<file path="src/rtl/mem_controller.sv">
// mem_controller: serialises 1/2/4-byte fetch (IF) and load/store (LS) accesses onto a byte-wide RAM/IO bus.
// Ports: clk_in/rst_in/rdy_in/clear control; mem_din/mem_dout/mem_a/mem_wr memory pins; io_buffer_full IO back-pressure;
//        if_valid/if_addr/if_ready/if_data fetch port; ls_valid/ls_wr/ls_size/ls_addr/ls_value/ls_ready/ls_res load/store port.
module mem_controller #(
  parameter logic [1:0] IO_ADDR_HI = 2'b11
) (
  input  logic        clk_in,
  input  logic        rst_in,
  input  logic        rdy_in,
  input  logic        clear,
  input  logic [7:0]  mem_din,
  output logic [7:0]  mem_dout,
  output logic [31:0] mem_a,
  output logic        mem_wr,
  input  logic        io_buffer_full,
  input  logic        if_valid,
  input  logic [31:0] if_addr,
  output logic        if_ready,
  output logic [31:0] if_data,
  input  logic        ls_valid,
  input  logic        ls_wr,
  input  logic [2:0]  ls_size,
  input  logic [31:0] ls_addr,
  input  logic [31:0] ls_value,
  output logic        ls_ready,
  output logic [31:0] ls_res
);
  typedef enum logic [1:0] {IDLE, READ, WRITE, DONE} state_t;

  state_t      state, state_nx;
  logic        owner, owner_nx;   // 0 = IF, 1 = LS
  logic        rr, rr_nx;         // 1 = LS wins the next tie
  logic [31:0] addr, addr_nx;
  logic [2:0]  size, size_nx;
  logic [31:0] value, value_nx;
  logic [2:0]  iss, iss_nx;       // READ: next byte to present; WRITE: byte being written
  logic [2:0]  cap, cap_nx;       // bytes captured so far
  logic        pres, pres_nx;     // an address is on mem_a this cycle
  logic        dvld, dvld_nx;     // mem_din carries byte 'cap' this cycle
  logic [31:0] rbuf, rbuf_nx;
  logic        wr_q, wr_nx;
  logic [31:0] mem_a_nx, if_data_nx, ls_res_nx;
  logic [7:0]  mem_dout_nx;
  logic        if_ready_nx, ls_ready_nx;
  logic [2:0]  nbytes, inext;
  logic [31:0] word;
  logic        io_busy, grant_if;

  function automatic logic [2:0] size_bytes(input logic [1:0] s);
    case (s)
      2'd0:    return 3'd1;
      2'd1:    return 3'd2;
      default: return 3'd4;
    endcase
  endfunction

  function automatic logic [31:0] extend(input logic [31:0] w, input logic [2:0] s);
    case (s[1:0])
      2'd0:    return {{24{~s[2] & w[7]}}, w[7:0]};
      2'd1:    return {{16{~s[2] & w[15]}}, w[15:0]};
      default: return w;
    endcase
  endfunction

  assign nbytes  = size_bytes(size[1:0]);
  assign inext   = iss + 3'd1;
  assign io_busy = (addr[17:16] == IO_ADDR_HI) && io_buffer_full;
  // A held write must not reach the pins while paused; the retry happens after rdy_in returns.
  assign mem_wr  = wr_q & rdy_in;

  always_comb begin
    word = rbuf;
    word[{cap[1:0], 3'b000} +: 8] = mem_din;
  end

  always_comb begin
    state_nx = state;  owner_nx = owner;  rr_nx = rr;
    addr_nx = addr;    size_nx = size;    value_nx = value;
    iss_nx = iss;      cap_nx = cap;      pres_nx = pres;   dvld_nx = dvld;
    rbuf_nx = rbuf;    mem_a_nx = mem_a;  mem_dout_nx = mem_dout;
    wr_nx = 1'b0;      if_ready_nx = 1'b0; ls_ready_nx = 1'b0;
    if_data_nx = if_data; ls_res_nx = ls_res;
    grant_if = 1'b0;

    if (!rdy_in) begin
      wr_nx = wr_q;
      if_ready_nx = if_ready;
      ls_ready_nx = ls_ready;
      if (state == READ) begin
        // The RAM keeps sampling the held address, so any in-flight byte is stale: rewind to re-present it.
        pres_nx = 1'b0;
        dvld_nx = 1'b0;
        iss_nx  = cap;
      end
    end else begin
      case (state)
        IDLE: begin
          if (!clear && (if_valid || ls_valid)) begin
            grant_if = if_valid && (!ls_valid || !rr);
            rr_nx    = grant_if;
            owner_nx = !grant_if;
            addr_nx  = grant_if ? if_addr : ls_addr;
            size_nx  = grant_if ? 3'b010 : ls_size;
            value_nx = ls_value;
            mem_a_nx = grant_if ? if_addr : ls_addr;
            iss_nx   = 3'd1;
            cap_nx   = 3'd0;
            pres_nx  = 1'b1;
            dvld_nx  = 1'b0;
            rbuf_nx  = 32'd0;
            state_nx = READ;
            if (!grant_if && ls_wr) begin
              iss_nx      = 3'd0;
              pres_nx     = 1'b0;
              mem_dout_nx = ls_value[7:0];
              wr_nx       = !((ls_addr[17:16] == IO_ADDR_HI) && io_buffer_full);
              state_nx    = WRITE;
            end
          end
        end
        READ: begin
          if (clear) begin
            pres_nx  = 1'b0;
            dvld_nx  = 1'b0;
            state_nx = IDLE;
          end else begin
            dvld_nx = pres;
            if (iss < nbytes) begin
              mem_a_nx = addr + {29'd0, iss};
              iss_nx   = inext;
              pres_nx  = 1'b1;
            end else begin
              pres_nx = 1'b0;
            end
            if (dvld) begin
              rbuf_nx = word;
              cap_nx  = cap + 3'd1;
              if (cap == nbytes - 3'd1) begin
                state_nx = DONE;
                pres_nx  = 1'b0;
                dvld_nx  = 1'b0;
                if (owner) begin
                  ls_ready_nx = 1'b1;
                  ls_res_nx   = extend(word, size);
                end else begin
                  if_ready_nx = 1'b1;
                  if_data_nx  = word;
                end
              end
            end
          end
        end
        WRITE: begin
          if (wr_q) begin
            if (iss == nbytes - 3'd1) begin
              state_nx    = DONE;
              ls_ready_nx = 1'b1;
              ls_res_nx   = 32'd0;
            end else begin
              iss_nx      = inext;
              mem_a_nx    = addr + {29'd0, inext};
              mem_dout_nx = value[{inext[1:0], 3'b000} +: 8];
              wr_nx       = !io_busy;
            end
          end else begin
            wr_nx = !io_busy;
          end
        end
        default: state_nx = IDLE;  // DONE: ready is already high this cycle
      endcase
    end
  end

  always_ff @(posedge clk_in) begin
    if (!rst_in) begin
      state <= IDLE;   owner <= 1'b0;   rr <= 1'b0;
      addr <= 32'd0;   size <= 3'd0;    value <= 32'd0;
      iss <= 3'd0;     cap <= 3'd0;     pres <= 1'b0;   dvld <= 1'b0;
      rbuf <= 32'd0;   mem_a <= 32'd0;  mem_dout <= 8'd0; wr_q <= 1'b0;
      if_ready <= 1'b0; ls_ready <= 1'b0; if_data <= 32'd0; ls_res <= 32'd0;
    end else begin
      state <= state_nx; owner <= owner_nx; rr <= rr_nx;
      addr <= addr_nx;   size <= size_nx;   value <= value_nx;
      iss <= iss_nx;     cap <= cap_nx;     pres <= pres_nx; dvld <= dvld_nx;
      rbuf <= rbuf_nx;   mem_a <= mem_a_nx; mem_dout <= mem_dout_nx; wr_q <= wr_nx;
      if_ready <= if_ready_nx; ls_ready <= ls_ready_nx;
      if_data <= if_data_nx;   ls_res <= ls_res_nx;
    end
  end
endmodule

</file>
<file path="config.mk">
export PLATFORM = sky130hd
export DESIGN_NAME = mem_controller
export DESIGN_NICKNAME = d
export VERILOG_FILES = /design/src/rtl/mem_controller.sv
export SDC_FILE = /design/constraint.sdc
export NUM_CORES = 1
export LEC_CHECK = 0
export ABC_CLOCK_PERIOD_IN_PS = 3400
export CAP_MARGIN = 15
export CORE_MARGIN = 1.5
export CORE_UTILIZATION = 45
export DETAILED_ROUTE_END_ITERATION = 10
export PLACE_DENSITY = 0.8
export SLEW_MARGIN = 5
export SYNTH_ARGS = -nofsm -noshare
export SYNTH_HDL_FRONTEND = slang
export SYNTH_SLANG_ARGS = --single-unit
export TNS_END_PERCENT = 10
</file>
<file path="constraint.sdc">
create_clock -name clk_in -period 3.4 [get_ports clk_in]
set_input_delay 0.51 -clock clk_in [delete_from_list [all_inputs] [get_ports clk_in]]
set_output_delay 0.51 -clock clk_in [all_outputs]
set_load 0.005 [all_outputs]
</file>
==> results_dict.tcl <==
set metrics [dict create \
    synth_area_leaders "dfxtp_1 (40%), mux2i_1 (7.3%), nand2_1 (6.1%), nor2_1 (4.2%), a21oi_1 (4.0%)" \
    n_fill_cell 2042 \
    crit_path_start "state[0]" \
    grt_pass1_vias 9315 \
    netlist_instances 1261 \
    crit_chain "inv_1 > ha_1 > xor2_1 > ha_1 > inv_1 > fa_1 > nor2b_1 > o21ai_1 > nor3_2 > mux2_2 > a32o_1" \
    powerDensity_nw_per_um2 462.9 \
    synth_enable_flop_cells 0 \
    clkTransAtPathRegs_ns 0.06 \
    crit_path_end_kind "flop" \
    drt_drc_violations_left 0 \
    cts_resized 0 \
    cts_hold_buf 0 \
    critical_path_arrival_ns 3.53 \
    reg2reg_to "mem_a[26]" \
    required_ns 3.81 \
    worst_pin_slew_ns 0.9279 \
    layout_commonest_cell "clkdlybuf4s50_1" \
    dieWidth_um 157.8 \
    die_h_um 157.8 \
    fp.dieArea_um2 24900 \
    synthFlopType "dfxtp_1" \
    tns_ns 0 \
    antenna_found_initial 1 \
    worstSetupPathType "reg -> reg" \
    dr.first_iter.drc_count 652 \
    async_reset_ff_share_pct 0 \
    synth.avg_cell_area_um2 8.550 \
    cts_buffers 24 \
    initial_core_util_pct 45.93 \
    ios 222 \
    row_count 56 \
    leakage_uw 0.005142 \
    relSlewSlack_pct 37.91 \
    rrSetupSlack_ns 0.28 \
    area_growth_pct 30.49 \
    critical_path_buf_inv_count 2 \
    yosysTopAreaCellShare_pct 40.48 \
    status "completed" \
    core_area_um2 23470 \
    rr_startpoint "state[0]" \
    cts_tree "built" \
    vias 9833 \
    finalSetupViolCount 0 \
    cts_htree_levels 1 \
    ys_seq_elements 218 \
    wire_per_inst_um 16.67 \
    fmax_ghz 0.3204 \
    yosysWarningCount 0 \
    fin_worst_skew_ns 0.008987 \
    synth_area_um2 10780 \
    post-route-period-util_pct 91.80 \
    synth_seq_area_share_pct 40.48 \
    finalHoldViolCount 0 \
    port_buffers 221 \
    fin_area_um2 14070 \
    place_area_um2 13260 \
    place_congestion 0.8862 \
    viasPerCell 5.540 \
    synth_cell_types 73 \
    cp-endpoint "mem_a[26]" \
    root_buffer "clkbuf_16" \
    final_cell_mix "clkdlybuf4s50_1 (220), dfxtp_1 (218), nand2_1 (174)" \
    cts_sinks 218 \
    critical_path.max_stage_delay_ns 0.40 \
    layout-drive-gt1-share_pct 7.555 \
    post-synth-top-area-cell "dfxtp_1" \
    overflow 0 \
    track_usage_pct 23.68 \
    n_antenna_cell 0 \
    post-dp-hpwl_um 20670 \
    clock_latency_ns 0.51 \
    cts_buffer_depth 3 \
    drt-total-wl_um 29590 \
    hold_path_class "reg -> reg" \
    irDropWorstVdd_mv 0.2917 \
    maxCapViolCount 0 \
    grt_max_degree 93 \
    nNetsFinal 1573 \
    cp_top_family "adder cells" \
    crit_path_start_kind "flop" \
    path_depth 11 \
    post_cts_buffers 0 \
    rsz0062_at_grt "no" \
    cp_slowest_cell "fa_1" \
    dr.pass1.iters 5 \
    cp_max_fo 9 \
    reg2regPathDepth 11 \
    grt_pass1_wl_um 47740 \
    finalCriticalPeriod_ns 3.121 \
    final_antenna_net_count 0 \
    syn_nets 1395 \
    slew_violations 0 \
]
-- layer usage --
metal  part of all wire, %  up-vias  track usage, %  wire length (um)
li1                      -     4833               -                 -
met1                    43     4586           31.23             12750
met2                    48      364           40.00             14190
met3                   7.0       48           3.915              2066
met4                   1.9        2           6.289               567
met5                 0.024        -               0                 7
-- layout make-up --
type | count | area, um2 | share of cell area [%]
Clock buffer | 35 | 683.2 | 4.856
Clock inverter | 8 | 122.6 | 0.8716
Inverter | 52 | 197.7 | 1.405
Multi-Input combinational cell | 892 | 5807 | 41.28
Sequential cell | 218 | 4364 | 31.02
Tap cell | 319 | 399.1 | 2.837
Timing Repair Buffer | 251 | 2495 | 17.73
-- sequential cells by signal, summed over array words and instances (netlist names) --
| name | flops |
|---|---|
| addr | 32 |
| cap | 3 |
| dvld | 1 |
| if_data | 32 |
| if_ready | 1 |
| iss | 3 |
| ls_ready | 1 |
| ls_res | 32 |
| mem_a | 32 |
| mem_dout | 8 |
| owner | 1 |
| pres | 1 |
| rbuf | 32 |
| rr | 1 |
| size | 3 |
| state | 2 |
| value | 32 |
| wr_q | 1 |
-- Yosys cell counts, types with 4 or more instances --
| cell type | count |
|---|---|
| a211oi_2 | 10 |
| ha_1 | 18 |
| nand2_1 | 174 |
| and3_1 | 9 |
| or4_1 | 4 |
| nor2b_1 | 30 |
| buf_2 | 13 |
| xnor2_1 | 15 |
| nor2_1 | 120 |
| nand2b_1 | 6 |
| a211o_1 | 19 |
| clkbuf_1 | 69 |
| mux2i_1 | 79 |
| inv_1 | 49 |
| a211oi_1 | 58 |
| and4_1 | 5 |
| buf_1 | 9 |
| o21ai_0 | 37 |
| a32o_1 | 12 |
| nand4_1 | 9 |
| a21oi_1 | 87 |
| nand3_1 | 30 |
| nor3_1 | 16 |
| nor4_1 | 8 |
| o31ai_1 | 5 |
| and2_1 | 8 |
| mux2_2 | 12 |
| o211ai_1 | 14 |
| a32oi_1 | 4 |
| a22oi_1 | 28 |
| mux4_2 | 8 |
| or3_1 | 9 |
| dfxtp_1 | 218 |
| xor2_1 | 5 |
-- worst min-delay path: stages (launching register included) --
cell and delay, ns:
dfxtp_1 0.30, nand2_1 0.05, a21oi_1 0.05
-- how the worst min path moves through the flow --
stage | endpoint | cells after the start | slack (ns) | startpoint
floorplan | rbuf[0] | 2 | 0.43 | rbuf[0]
global placement | value[5] | 2 | 0.44 | value[5]
detailed placement | rbuf[2] | 2 | 0.44 | rbuf[2]
CTS | value[6] | 2 | 0.45 | value[6]
global route | rbuf[0] | 2 | 0.47 | rbuf[0]
finish | value[15] | 2 | 0.45 | value[15]
-- metrics by stage --
stage          utilization, %  power, uW  hold WS, ns  setup slack [ns]  instances
2_1_floorplan               -       3437       0.4309           0.04405       1261
3_3_place_gp            56.48       3889       0.4385            0.3534       1732
3_5_place_dp            56.48       3907       0.4435            0.2099       1732
4_1_cts                 59.91       6547       0.4537            0.1729       1775
5_1_grt                 59.94       6773       0.4675           0.06355       1775
6_report                59.94       6512       0.4531            0.2786       1775
-- report_power, final --
part           leakage, uW  internal [uW]  total [uW]  switching [uW]
Combinational      0.00299            512        1080             569
Clock             0.000383           1620        2650            1030
Sequential         0.00177           2680        2780            97.2
-- cell families (layout without fill, tap and decap cells) --
kind of cell | after synthesis | in the layout | synth area share (%)
and+or+nand+nor | 444 | 444 | 19.01
AOI/OAI and AO/OA | 308 | 308 | 19.98
DFF | 218 | 218 | 40.48
buffers and inverters | 151 | 346 | 5.942
muxes | 99 | 99 | 10.26
xor gates and xnor gates | 22 | 22 | 2.054
adders and majority gates | 19 | 19 | 2.275
No activity file was read; power rests on OpenSTA's default activity.
